==> src/rtl/riscv_pkg.sv <==
// Shared RV32 definitions: funct3 size codes, memory opcodes and the
// load/store unit state encoding.
package riscv_pkg;

  localparam logic [2:0] F3_B  = 3'b000;
  localparam logic [2:0] F3_H  = 3'b001;
  localparam logic [2:0] F3_W  = 3'b010;
  localparam logic [2:0] F3_BU = 3'b100;
  localparam logic [2:0] F3_HU = 3'b101;

  localparam logic [6:0] LOAD  = 7'b0000011;
  localparam logic [6:0] STORE = 7'b0100011;

  typedef enum logic [1:0] {
    IDLE   = 2'd0,
    ACCESS = 2'd1,
    DONE   = 2'd2,
    FAULT  = 2'd3
  } lsu_state_t;

endpackage

==> src/rtl/load_extend.sv <==
// Selects the addressed byte/halfword of a memory word and sign- or
// zero-extends it according to funct3.
module load_extend
  import riscv_pkg::*;
(
  input  logic [31:0] rdata,
  input  logic [1:0]  addr_lo,
  input  logic [2:0]  funct3,
  output logic [31:0] data_c
);

  logic [7:0]  byte_sel;
  logic [15:0] half_sel;

  always_comb begin
    byte_sel = rdata[7:0];
    case (addr_lo)
      2'd0: byte_sel = rdata[7:0];
      2'd1: byte_sel = rdata[15:8];
      2'd2: byte_sel = rdata[23:16];
      2'd3: byte_sel = rdata[31:24];
      default: byte_sel = rdata[7:0];
    endcase
    half_sel = addr_lo[1] ? rdata[31:16] : rdata[15:0];

    data_c = '0;
    case (funct3)
      F3_B:    data_c = {{24{byte_sel[7]}}, byte_sel};
      F3_H:    data_c = {{16{half_sel[15]}}, half_sel};
      F3_W:    data_c = rdata;
      F3_BU:   data_c = {24'd0, byte_sel};
      F3_HU:   data_c = {16'd0, half_sel};
      default: data_c = '0;
    endcase
  end

endmodule

==> src/rtl/load_store_unit.sv <==
// Multicycle data-memory access unit: captures one request, issues a held
// word-aligned memory request, and returns extended load data or a fault.
module load_store_unit
  import riscv_pkg::*;
#(
  parameter int unsigned XLEN = 32
) (
  input  logic            clk,
  input  logic            rst,
  input  logic            req_valid,
  input  logic            req_write,
  input  logic [2:0]      req_funct3,
  input  logic [XLEN-1:0] req_addr,
  input  logic [XLEN-1:0] req_wdata,
  output logic            req_ready,
  output logic            resp_valid,
  output logic [XLEN-1:0] resp_rdata,
  output logic            access_fault,
  output logic            mem_req,
  output logic            mem_we,
  output logic [XLEN-1:0] mem_addr,
  output logic [XLEN-1:0] mem_wdata,
  output logic [3:0]      mem_be,
  input  logic            mem_ack,
  input  logic [XLEN-1:0] mem_rdata
);

  lsu_state_t state_q, state_d;

  logic            write_q;
  logic [2:0]      funct3_q;
  logic [XLEN-1:0] addr_q;
  logic [XLEN-1:0] wdata_q;

  logic            legal_c;
  logic            accept_c;
  logic [XLEN-1:0] lane_wdata_c;
  logic [3:0]      lane_be_c;
  logic [XLEN-1:0] ext_c;

  assign accept_c = (state_q == IDLE) && req_valid;

  // Legality of the incoming request: funct3 allowed for direction, plus alignment.
  always_comb begin
    legal_c = 1'b0;
    case (req_funct3)
      F3_B:    legal_c = 1'b1;
      F3_H:    legal_c = ~req_addr[0];
      F3_W:    legal_c = (req_addr[1:0] == 2'b00);
      F3_BU:   legal_c = ~req_write;
      F3_HU:   legal_c = ~req_write & ~req_addr[0];
      default: legal_c = 1'b0;
    endcase
  end

  // Store lane replication and byte enables from the captured request.
  always_comb begin
    lane_wdata_c = wdata_q;
    lane_be_c    = 4'b0000;
    case (funct3_q)
      F3_B: begin
        lane_wdata_c = {4{wdata_q[7:0]}};
        lane_be_c    = 4'b0001 << addr_q[1:0];
      end
      F3_H: begin
        lane_wdata_c = {2{wdata_q[15:0]}};
        lane_be_c    = addr_q[1] ? 4'b1100 : 4'b0011;
      end
      F3_W: begin
        lane_wdata_c = wdata_q;
        lane_be_c    = 4'b1111;
      end
      default: begin
        lane_wdata_c = wdata_q;
        lane_be_c    = 4'b0000;
      end
    endcase
  end

  load_extend u_load_extend (
    .rdata   (mem_rdata),
    .addr_lo (addr_q[1:0]),
    .funct3  (funct3_q),
    .data_c  (ext_c)
  );

  always_ff @(posedge clk or posedge rst) begin
    if (rst) state_q <= IDLE;
    else     state_q <= state_d;
  end

  // Next state and state-decoded outputs.
  always_comb begin
    state_d      = state_q;
    req_ready    = 1'b0;
    resp_valid   = 1'b0;
    access_fault = 1'b0;
    mem_req      = 1'b0;
    mem_we       = 1'b0;
    mem_addr     = '0;
    mem_wdata    = '0;
    mem_be       = 4'b0000;
    case (state_q)
      IDLE: begin
        req_ready = 1'b1;
        if (req_valid) state_d = legal_c ? ACCESS : FAULT;
      end
      ACCESS: begin
        mem_req   = 1'b1;
        mem_we    = write_q;
        mem_addr  = {addr_q[XLEN-1:2], 2'b00};
        mem_wdata = lane_wdata_c;
        mem_be    = write_q ? lane_be_c : 4'b0000;
        if (mem_ack) state_d = DONE;
      end
      DONE: begin
        resp_valid = 1'b1;
        state_d    = IDLE;
      end
      FAULT: begin
        resp_valid   = 1'b1;
        access_fault = 1'b1;
        state_d      = IDLE;
      end
      default: state_d = IDLE;
    endcase
  end

  // Request capture and response data; resp_rdata holds until the next completion.
  always_ff @(posedge clk or posedge rst) begin
    if (rst) begin
      write_q    <= 1'b0;
      funct3_q   <= 3'b000;
      addr_q     <= '0;
      wdata_q    <= '0;
      resp_rdata <= '0;
    end else begin
      if (accept_c) begin
        write_q  <= req_write;
        funct3_q <= req_funct3;
        addr_q   <= req_addr;
        wdata_q  <= req_wdata;
        if (!legal_c) resp_rdata <= '0;
      end
      if ((state_q == ACCESS) && mem_ack) begin
        resp_rdata <= write_q ? '0 : ext_c;
      end
    end
  end

endmodule
==> config.mk <==
export PLATFORM = sky130hd
export DESIGN_NAME = load_store_unit
export DESIGN_NICKNAME = d
export VERILOG_FILES = /design/src/rtl/riscv_pkg.sv /design/src/rtl/load_extend.sv /design/src/rtl/load_store_unit.sv
export SDC_FILE = /design/constraint.sdc
export NUM_CORES = 1
export LEC_CHECK = 0
export ABC_AREA = 1
export CAP_MARGIN = 20
export CORE_MARGIN = 2
export CORE_UTILIZATION = 44
export DETAILED_ROUTE_END_ITERATION = 7
export PLACE_DENSITY = 0.8
export SLEW_MARGIN = 20
export SYNTH_ARGS = -nofsm -noshare
export SYNTH_HDL_FRONTEND = slang
export SYNTH_SLANG_ARGS = --single-unit
==> constraint.sdc <==
create_clock -name clk -period 4.6 [get_ports clk]
set_input_delay 1.15 -clock clk [delete_from_list [all_inputs] [get_ports clk]]
set_output_delay 1.15 -clock clk [all_outputs]
set_load 0.03 [all_outputs]
==> results_dict.tcl <==
set metrics [dict create \
    status "completed" \
    internal_power_uw 3000 \
    ys_ff_latch 102 \
    initialDrtViolationCount 413 \
    io_pins 209 \
    insertedDiodeCount 0 \
    post_cts_resize_count 0 \
    avgSynthCellArea_um2 7.068 \
    slew-limit-headroom_pct 33.99 \
    critPathMaxFanout 11 \
    hold_buffers 0 \
    start_util_pct 44.96 \
    port-buffer-count 206 \
    hpwl_um 11580 \
    dp_slack_ns 1.029 \
    syn_to_final_growth_pct 45.04 \
    layout_setup_ws_ns 0.6548 \
    cts_buffers 9 \
    hold_viol_final 0 \
    register_area_mm2 0.002552 \
    hp-class "reg -> reg" \
    switching_share_pct 47.40 \
    pwr_density_cell_mw_per_mm2 728.2 \
    first_pass_iters 5 \
    drcViolationCount 0 \
    cp-end-kind "output pin" \
    startpoint_type "flop" \
    cts_tree "built" \
    postCtsSetupRepairBufs 0 \
    htree_levels 3 \
    multi_input_area_mm2 0.002231 \
    layout-drive-gt1-share_pct 4.632 \
    grt_use_total_pct 24.37 \
    cts_buffer_depth 2 \
    worstPathArrival_ns 2.80 \
    wirelength_met1_um 6663 \
    finalCritPeriodShare_pct 85.77 \
    grt_max_degree 87 \
    clkPwrFrac_pct 15.0 \
    setup_viol_count_final 0 \
    drv_cap 0 \
    synth_top_area_share_pct 47.27 \
    ys_seq_area_share_pct 47.27 \
    p_seq_share_pct 26.2 \
    clk_pin_slew_ns 0.07 \
    netlist_area_mm2 0.005400 \
    grt_pass1_vias 5165 \
    switchingPower_uw 2704 \
    netlist_instances 764 \
    antenna_found_initial 0 \
    wl_um 15930 \
    max_freq_mhz 253.5 \
    rows 40 \
    cts.sinks 102 \
    ys_types 28 \
    clk_latency_ns 0.36 \
    dieArea_mm2 0.01318 \
    postRouteAntennaNets 0 \
    gp_congestion 0.8655 \
    grt-ovfl-total 0 \
    rsz0062_at_grt "no" \
    crit_required_ns 3.45 \
    core-area_mm2 0.01201 \
    tightest_slew_ns 0.9872 \
    grt_pass1_wl_um 25060 \
    slew_violations 0 \
    yosys-top-cells-area "dfrtp_1 (47%), nand2_1 (15%), nor2_1 (9.2%), inv_1 (7.5%), a21oi_1 (7.3%)" \
    peakVddDrop_mv 0.4234 \
    yosys_warnings 0 \
    wl_met2_um 7396 \
    finalClockSkew_ns 0.007837 \
    drt-vias-per-instance 4.871 \
    combPwrFrac_pct 58.8 \
    yosys.area.top_type "dfrtp_1" \
    routed.top_layer "met4" \
    drt-wirelength-per-cell_um 14.52 \
    routed-wl-met3_um 1541 \
    fillCellCount 1091 \
    cts_root_buf "clkbuf_16" \
    vias 5343 \
    dieWidth_um 114.8 \
    fin_crit_ns 3.945 \
    worstSetupPathType "reg -> out" \
    fin_setup_tns_ns 0 \
    p_leak_uw 0.004039 \
    die_h_um 114.8 \
    final_nets 1049 \
]
-- cell families (layout without fill, tap and decap cells) --
kind of cell           after synthesis  in the layout  share of synthesized area (%)
AND/OR/NAND/NOR                    386            386                          28.61
buffers and inverters              154            339                          11.63
AO/OA/AOI/OAI                      112            112                          10.54
flip-flops                         102            102                          47.27
multiplexers                         9              9                          1.877
other                                1              2                        0.06944
-- final cells by class --
type / instances / area share (%)
flip-flops and latches: 102 / 32.59
multi-input cells: 509 / 28.48
repair buffers: 210 / 26.87
inverters: 113 / 5.447
clock buffers: 11 / 3.227
well taps: 147 / 2.348
clock inverters: 5 / 1.038
-- placed cells by master, fill, tap and decap left out, drive strengths merged --
master	instances
nand2	216
clkdlybuf4s50	206
nor2	136
inv	113
dfrtp	102
a21oi	79
nand3	31
o21ai	31
clkbuf	11
mux2	9
buf	4
conb	2
bufinv	2
nor3	2
clkinv	2
o211ai	1
nand4	1
o21a	1
clkinvlp	1
-- worst paths after layout --
| check | start | to | slack, ns | cells after the start |
|---|---|---|---|---|
| hold / removal | resp_rdata[4] | resp_rdata[4] | 0.47 | 2 |
| min in group asynchronous | rst | resp_rdata[8] | 1.22 | 2 |
| hold reg to reg | resp_rdata[4] | resp_rdata[4] | 0.47 | 2 |
| setup reg to reg | addr_q[1] | resp_rdata[22] | 2.23 | 7 |
| setup / recovery | funct3_q[1] | mem_wdata[24] | 0.65 | 8 |
| max in group asynchronous | rst | wdata_q[23] | 2.67 | 3 |
-- power by group through the flow --
stage	combinational (µW)	clock, µW	sequential [µW]
floorplan	2070	0	1610
global placement	3330	0	1500
detailed placement	3360	0	1510
CTS	3380	867	1500
global route	3660	903	1540
finish	3360	853	1490
-- registers in the layout, summed over array words and instances (netlist names) --
signal / cells
wdata_q: 32
addr_q: 32
resp_rdata: 32
write_q: 1
funct3_q: 3
state_q: 2
-- worst max-delay path, cell delays in order (launching register included) --
cell and delay, ns:
dfrtp_1 0.54, nor2_2 0.20, nand2_1 0.14, inv_1 0.31, nand2_1 0.11, nand3_1 0.12, nand2_1 0.08, a21oi_1 0.20
clkdlybuf4s50_1 0.73
-- Yosys cell counts --
master    number
nand2_2        1
nand3_2        1
o21ai_0       29
nand4_1        1
nand2_4        1
inv_1        108
buf_1          6
nor2_1       133
nand3_1       30
a21oi_1       79
nand2_1      214
nor2_4         1
nor3_4         1
inv_2          5
buf_6          1
clkbuf_1      12
buf_2         16
o21ai_1        1
o211ai_1       1
o21a_1         1
nor2_8         1
o21ai_2        1
dfrtp_1      102
conb_1         1
nor3_1         1
nor2_2         1
buf_4          6
mux2_2         9
-- per-stage QoR --
stage	std cells	area (µm²)	hold WS (ns)	util [%]	total power [µW]
global route	1097	7833	0.4964	65.21	6104
detailed placement	1081	7498	0.4619	62.43	4864
global placement	1081	7498	0.4565	62.43	4827
floorplan	765	5404	0.4739	-	3678
finish	1097	7833	0.4727	65.21	5704
CTS	1097	7833	0.4786	65.21	5742
-- routing by layer --
layer,track usage [%],up-vias
met3,8.118,23
li1,-,2676
met4,8.916,0
met1,29.90,2445
met2,40.32,199
met5,0,-
(Power assumes the default switching activity.)
